<file path="config.mk">
export PLATFORM = sky130hd
export DESIGN_NAME = control_escaneo_teclado_flat
export DESIGN_NICKNAME = d
export VERILOG_FILES = /design/src/rtl/control_escaneo_teclado_if.sv /design/src/rtl/control_escaneo_teclado.sv /design/src/flat_wrapper.sv
export SDC_FILE = /design/constraint.sdc
export NUM_CORES = 1
export LEC_CHECK = 0
export CAP_MARGIN = 10
export CORE_MARGIN = 5
export CORE_UTILIZATION = 51
export CTS_BUF_LIST = sky130_fd_sc_hd__clkbuf_16
export CTS_CLUSTER_SIZE = 12
export DETAILED_ROUTE_END_ITERATION = 16
export HOLD_SLACK_MARGIN = 0.12
export PLACE_DENSITY = 0.73
export RECOVER_POWER = 50
export SYNTH_ARGS = -nofsm -noshare
export SYNTH_HDL_FRONTEND = slang
export SYNTH_SLANG_ARGS = --single-unit
</file>
<file path="constraint.sdc">
create_clock -name clk_i -period 1.9 [get_ports clk_i]
set_input_delay 0.19 -clock clk_i [delete_from_list [all_inputs] [get_ports clk_i]]
set_output_delay 0.19 -clock clk_i [all_outputs]
set_load 0.005 [all_outputs]
</file>
<file path="src/rtl/control_escaneo_teclado_if.sv">
// Key-code delivery port: the scan controller presents a hex code under valid/ready
// and flags codes it had to drop while the holding register was still full.
interface control_escaneo_teclado_if;
  logic [3:0] codigo;
  logic       valid;
  logic       ready;
  logic       overrun;

  modport master (output codigo, output valid, output overrun, input ready);
  modport slave  (input codigo, input valid, input overrun, output ready);
endinterface

</file>
<file path="src/rtl/control_escaneo_teclado.sv">
// 4x4 hex keypad scan controller: strobes columns, parks on a column while a row is active,
// captures and encodes the pressed key on key_detect_i and waits for release before rescanning.
//
// state   | meaning
// SCAN    | stepping columns every SCAN_DIV cycles while no row is active
// CAPTURE | one cycle: encode row/column of the detected key
// HOLD    | column frozen until the key is released
module control_escaneo_teclado #(
  parameter int SCAN_DIV = 10_000
) (
  input  logic                         clk_i,
  input  logic                         reset_i,
  input  logic [3:0]                   filas_i,
  input  logic                         key_detect_i,
  input  logic                         inhibit_i,
  output logic [3:0]                   columnas_o,
  control_escaneo_teclado_if.master    cod
);

  localparam int DIV_W = (SCAN_DIV > 2) ? $clog2(SCAN_DIV) : 1;
  localparam logic [DIV_W-1:0] DIV_LAST = DIV_W'(SCAN_DIV - 1);

  typedef enum logic [1:0] {
    SCAN    = 2'd0,
    CAPTURE = 2'd1,
    HOLD    = 2'd2
  } state_t;

  state_t           state;
  logic [1:0]       col_idx;
  logic [DIV_W-1:0] div;
  logic [3:0]       filas_m;
  logic [3:0]       filas_s;
  logic             load_pend;
  logic [3:0]       code_pend;

  function automatic logic [3:0] col_onehot(input logic [1:0] idx);
    return 4'b0001 << idx;
  endfunction

  function automatic logic fila_onehot(input logic [3:0] f);
    return (f == 4'b0001) || (f == 4'b0010) || (f == 4'b0100) || (f == 4'b1000);
  endfunction

  // Keypad legend, row-major: {1,2,3,A},{4,5,6,B},{7,8,9,C},{E,0,F,D}.
  function automatic logic [3:0] map_code(input logic [3:0] f, input logic [1:0] col);
    logic [1:0] row;
    logic [3:0] code;
    row = 2'd0;
    unique case (f)
      4'b0010: row = 2'd1;
      4'b0100: row = 2'd2;
      4'b1000: row = 2'd3;
      default: row = 2'd0;
    endcase
    code = 4'h0;
    case ({row, col})
      4'b00_00: code = 4'h1;
      4'b00_01: code = 4'h2;
      4'b00_10: code = 4'h3;
      4'b00_11: code = 4'hA;
      4'b01_00: code = 4'h4;
      4'b01_01: code = 4'h5;
      4'b01_10: code = 4'h6;
      4'b01_11: code = 4'hB;
      4'b10_00: code = 4'h7;
      4'b10_01: code = 4'h8;
      4'b10_10: code = 4'h9;
      4'b10_11: code = 4'hC;
      4'b11_00: code = 4'hE;
      4'b11_01: code = 4'h0;
      4'b11_10: code = 4'hF;
      default:  code = 4'hD;
    endcase
    return code;
  endfunction

  always_ff @(posedge clk_i) begin
    if (reset_i) begin
      state       <= SCAN;
      col_idx     <= 2'd0;
      div         <= '0;
      columnas_o  <= 4'b0001;
      filas_m     <= 4'b0000;
      filas_s     <= 4'b0000;
      load_pend   <= 1'b0;
      code_pend   <= 4'h0;
      cod.codigo  <= 4'h0;
      cod.valid   <= 1'b0;
      cod.overrun <= 1'b0;
    end else begin
      filas_m   <= filas_i;
      filas_s   <= filas_m;
      load_pend <= 1'b0;

      case (state)
        SCAN: begin
          // A detect wins over a column step landing on the same edge.
          if (key_detect_i) begin
            state <= CAPTURE;
          end else if (filas_s == 4'b0000) begin
            if (div == DIV_LAST) begin
              div        <= '0;
              col_idx    <= col_idx + 2'd1;
              columnas_o <= col_onehot(col_idx + 2'd1);
            end else begin
              div <= div + 1'b1;
            end
          end
        end
        CAPTURE: begin
          // Zero or multi-row readings are ambiguous and produce no code.
          if (fila_onehot(filas_s)) begin
            load_pend <= 1'b1;
            code_pend <= map_code(filas_s, col_idx);
          end
          state <= HOLD;
        end
        HOLD: begin
          if (!inhibit_i && !key_detect_i) begin
            state      <= SCAN;
            div        <= '0;
            col_idx    <= col_idx + 2'd1;
            columnas_o <= col_onehot(col_idx + 2'd1);
          end
        end
        default: begin
          state      <= SCAN;
          div        <= '0;
          col_idx    <= 2'd0;
          columnas_o <= 4'b0001;
        end
      endcase

      // Holding register: a pending code is lost only if the previous one is still unread.
      if (load_pend) begin
        if (!cod.valid || cod.ready) begin
          cod.codigo <= code_pend;
          cod.valid  <= 1'b1;
        end else begin
          cod.overrun <= 1'b1;
        end
      end else if (cod.valid && cod.ready) begin
        cod.valid <= 1'b0;
      end
    end
  end

endmodule

</file>
<file path="src/flat_wrapper.sv">
// flat-port wrapper written by rule: the top's interface ports become plain ports
module control_escaneo_teclado_flat 
#(
  parameter int SCAN_DIV = 10_000
)
  (clk_i, reset_i, filas_i, key_detect_i, inhibit_i, columnas_o, cod_codigo, cod_valid, cod_overrun, cod_ready);
  control_escaneo_teclado_if cod_i ();
  input  logic clk_i;
  input  logic reset_i;
  input  logic [3:0] filas_i;
  input  logic key_detect_i;
  input  logic inhibit_i;
  output logic [3:0] columnas_o;
  output wire logic [$bits(cod_i.codigo)-1:0] cod_codigo;
  output wire logic [$bits(cod_i.valid)-1:0] cod_valid;
  output wire logic [$bits(cod_i.overrun)-1:0] cod_overrun;
  input wire logic [$bits(cod_i.ready)-1:0] cod_ready;
  assign cod_codigo = cod_i.codigo;
  assign cod_valid = cod_i.valid;
  assign cod_overrun = cod_i.overrun;
  assign cod_i.ready = cod_ready;
  control_escaneo_teclado #(.SCAN_DIV(SCAN_DIV)) u_core (.clk_i(clk_i), .reset_i(reset_i), .filas_i(filas_i), .key_detect_i(key_detect_i), .inhibit_i(inhibit_i), .columnas_o(columnas_o), .cod(cod_i));
endmodule
</file>
==> results.sh, run 1 <==
export IMPL_hold_path_class="reg2reg"
export IMPL_setup_worst_path_end_class="register"
export IMPL_viasPerCell=5.741
export IMPL_post_synth_instance_area_um2=2150
export IMPL_timing_final_max_slew_violations=0
export IMPL_worst_ep_arrival_time_ns=1.92
export IMPL_power_density_nw_per_um2=739.3
export IMPL_seq_area_frac_synth=0.3818
export IMPL_clock_buffer_count_from_cts=5
export IMPL_average_cell_area_after_synthesis_um2=8.668
export IMPL_grt_overflow_total=0
export IMPL_fp_dieH_um=74.92
export IMPL_cts_resized=0
export IMPL_fp_row_count=23
export IMPL_worst_hold_path_endpoint="u_core.filas_s[3]"
export IMPL_share_of_cells_above_drive_strength_1=0.1181
export IMPL_drv_cap=0
export IMPL_worst_setup_hold_path_clk_slew_ns=0.05
export IMPL_routed_wirelength_mm=4.368
export IMPL_floorplan_initialDensity=0.5298
export IMPL_clock_latency_reported_for_the_late_side_of_the_worst_skew_pair_ns=0.28
export IMPL_power_static_leakage_uw=0.0009422
export IMPL_finish_cell_count_without_fillers=321
export IMPL_reg2reg_slack_ns=0.18
export IMPL_routed_wire_length_per_instance_um=13.61
export IMPL_finalSetupViolCount=0
export IMPL_buffers_from_clock_root_to_sink_at_most=2
export IMPL_ctsHoldBuffers=0
export IMPL_timing_clock_skew_ns=0.004882
export IMPL_core_um2=4058
export IMPL_synth_warnings=0
export IMPL_detailedRoute_firstIterationViolations=140
export IMPL_slew_headroom=0.6741
export IMPL_port_buffer_count=18
export IMPL_postRouteAntennaNets=0
export IMPL_globalplace_congestion=0.9316
export IMPL_report_final_hold_viol_count=0
export IMPL_hold_path_startpoint="u_core.filas_m[3]"
export IMPL_startpoint_type="register"
export IMPL_cts_htree_levels=2
export IMPL_place_detailed_instances=313
export IMPL_r2r_end="u_core.col_idx[1]"
export IMPL_tightest_slew_ns=0.4889
export IMPL_die_width_um=74.92
export IMPL_worst_r2r_startpoint="u_core.div[0]"
export IMPL_global_route_wire_length_before_repair_mm=7.265
export IMPL_setup_worst_path_class="reg2reg"
export IMPL_yosys_cell_types=52
export IMPL_drc=0
export IMPL_syn_num_nets=264
export IMPL_async_flop_share=0
export IMPL_post_synth_inst_count=248
export IMPL_numClockSinks=41
export IMPL_worstPathRequired_ns=2.11
export IMPL_grt_use_total=0.1678
export IMPL_place_detailed_hpwl_mm=3.096
export IMPL_finalInstanceArea_um2=2546
export IMPL_post_place_cell_area_um2=2420
export IMPL_design_final_nets=286
export IMPL_cts_root_buffer="clkbuf_16"
export IMPL_period_share=0.9028
export IMPL_number_of_global_route_vias_before_repair=1602
export IMPL_result_of_the_run="finished, final reports clean"
export IMPL_diodes=0
export IMPL_first_pass_iters=5
export IMPL_grt_setup_unrepaired="no"
export IMPL_die_ar_um2=5613
export IMPL_ys_seq_elements=41
export IMPL_via_count=1843
export IMPL_critPathMaxFanout=5
export IMPL_max_clock_freq_ghz=0.5830
export IMPL_synth_flop_cell="dfxtp_1"
export IMPL_synth_edff_count=0
export IMPL_cts_tree="built"
export IMPL_area_growth_syn_to_layout_pct=18.45
export IMPL_grt_antenna_before_repair=0
export IMPL_timing_hold_worst_path_depth=1
export IMPL_grt_max_degree=26
export IMPL_pin_count=19
export IMPL_vdd_ir_drop_worst_v=0.0004305
export IMPL_reg2reg_depth=6
export IMPL_cts_post_setup_buffers_inserted=0
export IMPL_min_cycle_time_layout_ns=1.715
export IMPL_fin_setup_tns_ns=0
[worst max-delay path by stage]
stage	from	cells after the start	end	slack (ns)
floorplan	u_core.div[0]	6	u_core.col_idx[0]	0.1
global placement	key_detect_i	6	u_core.columnas_o[3]	0.23
detailed placement	key_detect_i	6	u_core.col_idx[1]	0.17
CTS	u_core.div[0]	6	u_core.col_idx[1]	0.18
global route	u_core.div[0]	6	u_core.columnas_o[0]	0.04
finish	u_core.div[0]	6	u_core.col_idx[1]	0.18
[per-layer routing]
metal / up-vias / wire length (µm) / track usage
met5: - / 0 / 0
met4: 0 / 51 / 0.05929
met3: 4 / 265 / 0.04539
met2: 51 / 1866 / 0.2485
met1: 842 / 2184 / 0.2346
li1: 946 / - / -
[power breakdown]
part | internal [µW] | switching, µW
sequential | 883 | 22.5
clock | 471 | 302
combinational | 95.6 | 109
total | 1450 | 433
[sequential cells by signal, summed over array words and instances (netlist names), 2 cells and up]
| name | cells |
|---|---|
| u_core.code_pend | 4 |
| u_core.state | 2 |
| u_core.filas_m | 4 |
| u_core.columnas_o | 4 |
| u_core.cod.codigo | 4 |
| u_core.filas_s | 4 |
| u_core.col_idx | 2 |
| u_core.div | 14 |
[synthesized netlist by cell type (3+ instances only)]
cell	number	share of area
nor4_1	3	0.0087
nand2_1	18	0.031
clkbuf_1	8	0.014
nand4b_1	5	0.020
nor2_1	21	0.037
nor3b_1	3	0.010
mux2i_1	10	0.047
nand4_1	12	0.035
o211ai_1	3	0.010
nand2b_1	5	0.015
dfxtp_1	41	0.38
inv_1	9	0.016
a31oi_1	10	0.029
nor3_1	7	0.016
and3_1	3	0.0087
ha_1	7	0.041
nor2b_1	12	0.035
o21ai_0	6	0.014
nand3_1	8	0.019
buf_2	8	0.019
a21oi_1	11	0.026
or3b_2	3	0.012
[logic make-up (layout without fill, tap and decap cells)]
group           Yosys count  in the layout  share of synthesized area
simple gates            114            114                     0.3102
compound gates           46             46                     0.1502
flops                    41             41                     0.3818
buf+inv                  27             50                    0.05529
mux                      11             11                    0.05355
fa+ha+maj                 7              7                    0.04074
xor+xnor                  2              2                   0.008150
[through the flow]
stage | setup WS [ns] | total power [µW] | utilization | hold slack, ns
after floorplan | 0.09788 | 1054 | - | 0.3182
after CTS | 0.1751 | 1908 | 0.6300 | 0.4360
final | 0.1846 | 1883 | 0.6275 | 0.4380
after global placement | 0.2337 | 1129 | 0.5964 | 0.4170
after global routing | 0.04241 | 1954 | 0.6275 | 0.4537
after detailed placement | 0.1651 | 1131 | 0.5964 | 0.4234
[cell type report]
| class | instances | area [µm²] |
|---|---|---|
| Tap cell | 50 | 62.56 |
| Multi-Input combinational cell | 180 | 1210 |
| Sequential cell | 41 | 820.8 |
| Clock buffer | 5 | 125.1 |
| Clock inverter | 3 | 11.26 |
| Inverter | 9 | 33.78 |
| Fill cell | 353 | 1511 |
| Timing Repair Buffer | 33 | 282.8 |
[worst max-delay path, cell delays in order (launching register included)]
cell     delay, ns
dfxtp_1       0.38
ha_1          0.22
and3_1        0.27
nand4_1       0.20
a21oi_4       0.21
buf_4         0.18
mux2i_1       0.19
[placed cells by master, fill, tap and decap left out, types with 6 or more instances in the layout]
cell type        count
dfxtp_1             41
nor2_1              21
nand2_1             18
inv_1               12
nor2b_1             12
nand4_1             12
buf_4               12
a21oi_1             11
a31oi_1             10
mux2i_1             10
dlygate4sd3_1       10
nand3_1              8
clkdlybuf4s50_1      8
nor3_1               7
ha_1                 7
o21ai_0              6
Power figures use the tool's default switching activity.
==> run 2: changes to the inputs <==
--- a/config.mk
+++ b/config.mk
@@ -5,12 +5,14 @@
 export SDC_FILE = /design/constraint.sdc
 export NUM_CORES = 1
 export LEC_CHECK = 0
+export ABC_AREA = 1
 export CAP_MARGIN = 10
 export CORE_MARGIN = 5
 export CORE_UTILIZATION = 51
 export CTS_BUF_LIST = sky130_fd_sc_hd__clkbuf_16
 export CTS_CLUSTER_SIZE = 12
 export DETAILED_ROUTE_END_ITERATION = 16
+export GPL_ROUTABILITY_DRIVEN = 0
 export HOLD_SLACK_MARGIN = 0.12
 export PLACE_DENSITY = 0.73
 export RECOVER_POWER = 50
==> run 2 against run 1 <==
  * Global-route usage down 0.70 points
  * Clock power increased by 2%
  * Synthesized area down 6.3%
  * Worst hold slack got worse by 0.037 ns
  * Power increased by 3.0%
  * Sequential power rose by 0.8%
  * First-iteration DRC count fell by 36%
  * Synthesized cell count grew 20%
  * Routed wire length fell by 11%
  * Cell count rose by 15%
  * Fmax up 4.5%
  * Highest routed layer unchanged
==> results.sh, run 2 <==
export IMPL_crit_family="simple AND/OR/NAND/NOR gates"
export IMPL_global_route_wire_length_before_repair_mm=6.755
export IMPL_timing_clock_skew_ns=0.003662
export IMPL_design_power_total_uw=1938
export IMPL_synth_warnings=0
export IMPL_critical_path_n_buffers_inverters=1
export IMPL_viasPerCell=4.873
export IMPL_ctsHoldBuffers=0
export IMPL_largest_register_ff_count=14
export IMPL_critical_path_most_common_cell="nand2_1"
export IMPL_period_share=0.8638
export IMPL_die_ar_um2=5306
export IMPL_worstPathRequired_ns=2.07
export IMPL_place_detailed_hpwl_mm=2.873
export IMPL_timing_final_max_slew_violations=0
export IMPL_filler_cell_count=348
export IMPL_power_density_nw_per_um2=812.8
export IMPL_routed_wire_length_per_instance_um=10.55
export IMPL_yosys_area_top_type_share=0.4075
export IMPL_diodes=0
export IMPL_grt_met1_usage=0.1840
export IMPL_synthTopCellsByArea="dfxtp_1 41%, nand2_1 13%, nor2_1 9.5%, inv_1 8.9%, nand3_1 4.7%"
export IMPL_setup_worst_path_end_class="register"
export IMPL_finalSetupViolCount=0
export IMPL_yosys_cell_types=25
export IMPL_multi_input_logic_area_um2=969.7
export IMPL_core_um2=3744
export IMPL_critPathMaxFanout=10
export IMPL_min_cycle_time_layout_ns=1.641
export IMPL_numClockSinks=41
export IMPL_synth_commonest_cells="70 x nand2_1, 51 x nor2_1, 48 x inv_1"
export IMPL_critPathMaxStageDelay_ns=0.37
export IMPL_max_clock_freq_ghz=0.6093
export IMPL_grt_busiest_layer="met2"
export IMPL_grt_overflow_total=0
export IMPL_cp_cell_sequence="ha_1, nand3_1, nor2_1, nand2_1, nand2_1, nand2_4, nand2_4, inv_2, nand2_1, nor2_2"
export IMPL_cts_tree="built"
export IMPL_postRouteAntennaNets=0
export IMPL_startpoint_type="register"
export IMPL_cts_htree_levels=2
export IMPL_buffers_from_clock_root_to_sink_at_most=2
export IMPL_number_of_global_route_vias_before_repair=1634
export IMPL_async_flop_share=0
export IMPL_grt_use_total=0.1608
export IMPL_detailedRoute_firstIterationViolations=90
export IMPL_yosysTopAreaCell="dfxtp_1"
export IMPL_fin_setup_tns_ns=0
export IMPL_share_of_cells_above_drive_strength_1=0.06522
export IMPL_top_library_cells_by_usage_in_the_layout_fill_and_taps_aside="70 x nand2_1, 51 x nor2_1, 48 x inv_1"
export IMPL_yosys_cell_count_top_type="nand2_1"
export IMPL_area_sequential_um2=820.8
export IMPL_r2r_end="u_core.div[6]"
export IMPL_grt_met3_usage=0.03719
export IMPL_hold_path_class="reg2reg"
export IMPL_result_of_the_run="finished, final reports clean"
export IMPL_via_count=1803
export IMPL_clock_latency_reported_for_the_late_side_of_the_worst_skew_pair_ns=0.28
export IMPL_post_synth_instance_area_um2=2014
export IMPL_reg_with_most_ffs="u_core.div"
export IMPL_worst_r2r_startpoint="u_core.div[0]"
export IMPL_synth_flop_cell="dfxtp_1"
export IMPL_area_growth_syn_to_layout_pct=18.39
export IMPL_met2_usage=0.2816
export IMPL_syn_num_nets=313
export IMPL_cp_slowest_cell="dfxtp_1"
export IMPL_critical_path_startpoint="u_core.div[0]"
export IMPL_seq_area_frac_synth=0.4075
export IMPL_tightest_slew_ns=0.8778
export IMPL_grt_setup_unrepaired="no"
export IMPL_drv_cap=0
export IMPL_drc=0
export IMPL_critPathCapture="u_core.div[6]"
export IMPL_grt_max_degree=21
export IMPL_first_pass_iters=4
export IMPL_ys_seq_elements=41
export IMPL_pin_count=19
export IMPL_port_buffer_count=18
export IMPL_cts_resized=0
export IMPL_average_cell_area_after_synthesis_um2=6.783
export IMPL_fp_dieH_um=72.85
export IMPL_worst_ep_arrival_time_ns=1.81
export IMPL_clock_buffer_count_from_cts=5
export IMPL_synth_edff_count=0
export IMPL_cts_post_setup_buffers_inserted=0
export IMPL_cts_root_buffer="clkbuf_16"
export IMPL_reg2reg_slack_ns=0.26
export IMPL_slew_headroom=0.4148
export IMPL_design_final_nets=337
export IMPL_report_final_hold_viol_count=0
export IMPL_fp_row_count=22
export IMPL_post_synth_inst_count=297
export IMPL_power_static_leakage_uw=0.001076
export IMPL_reg2reg_depth=10
export IMPL_die_width_um=72.85
export IMPL_most_common_cell_after_layout_fill_and_taps_aside="nand2_1"
export IMPL_vdd_ir_drop_worst_v=0.0006389
export IMPL_setup_worst_path_class="reg2reg"
export IMPL_grt_antenna_before_repair=0
export IMPL_worst_setup_hold_path_clk_slew_ns=0.06
export IMPL_routed_wirelength_mm=3.905
export IMPL_worst_path_stages=10
export IMPL_floorplan_initialDensity=0.5381
-- run 2: stage by stage --
| step | worst slack [ns] | hold WS, ns | instance area [µm²] | instances | utilization |
|---|---|---|---|---|---|
| after floorplan | 0.4652 | 0.2970 | 2014 | 297 | - |
| after global placement | 0.2558 | 0.3892 | 2251 | 362 | 0.6013 |
| after detailed placement | 0.1893 | 0.3939 | 2251 | 362 | 0.6013 |
| after CTS | 0.2800 | 0.4019 | 2389 | 370 | 0.6380 |
| after global routing | 0.1419 | 0.4258 | 2385 | 370 | 0.6370 |
| final | 0.2587 | 0.4005 | 2385 | 370 | 0.6370 |
-- run 2: area by class of cell --
class / count / area share
Sequential cell: 41 / 0.3442
Clock buffer: 5 / 0.05247
Inverter: 52 / 0.08290
Tap cell: 48 / 0.02518
Clock inverter: 3 / 0.005247
Multi-Input combinational cell: 200 / 0.4066
Timing Repair Buffer: 21 / 0.08342
-- run 2: metal layers --
metal  vias to the layer above  share of wire
met3                         6          0.038
met2                        33           0.48
met1                       796           0.46
met4                         0          0.018
met5                         -              0
li1                        968              -
-- run 2: cells by family after synthesis --
family | count (synthesis) | share of synthesized area
AND/OR/NAND/NOR | 154 | 0.3279
adder cells (fa/ha/maj) | 7 | 0.04348
AO/OA/AOI/OAI | 37 | 0.1012
flip-flops | 41 | 0.4075
buffers and inverters | 56 | 0.1112
XOR/XNOR | 2 | 0.008697
-- run 2: power by group --
| group | internal (µW) | leakage [µW] | switching [µW] |
|---|---|---|---|
| sequential | 892 | 0.000333 | 19.9 |
| combinational | 92.9 | 0.000674 | 147 |
| clock | 474 | 0.0000687 | 312 |
| total | 1460 | 0.00108 | 479 |
-- run 2: tightest hold or removal path, cell delays in order (launching register included) --
cell     delay (ns)
dfxtp_1        0.29
inv_1          0.04
nor2_1         0.03
-- run 2: worst min-delay path by stage --
stage | startpoint | endpoint | slack [ns] | depth (start not counted)
after CTS | u_core.filas_m[1] | u_core.filas_s[1] | 0.40 | 2
after global placement | u_core.filas_m[1] | u_core.filas_s[1] | 0.39 | 2
after detailed placement | u_core.filas_m[1] | u_core.filas_s[1] | 0.39 | 2
after floorplan | filas_i[0] | u_core.filas_m[0] | 0.30 | 2
after global routing | u_core.filas_m[3] | u_core.filas_s[3] | 0.43 | 2
final | u_core.filas_m[1] | u_core.filas_s[1] | 0.40 | 2
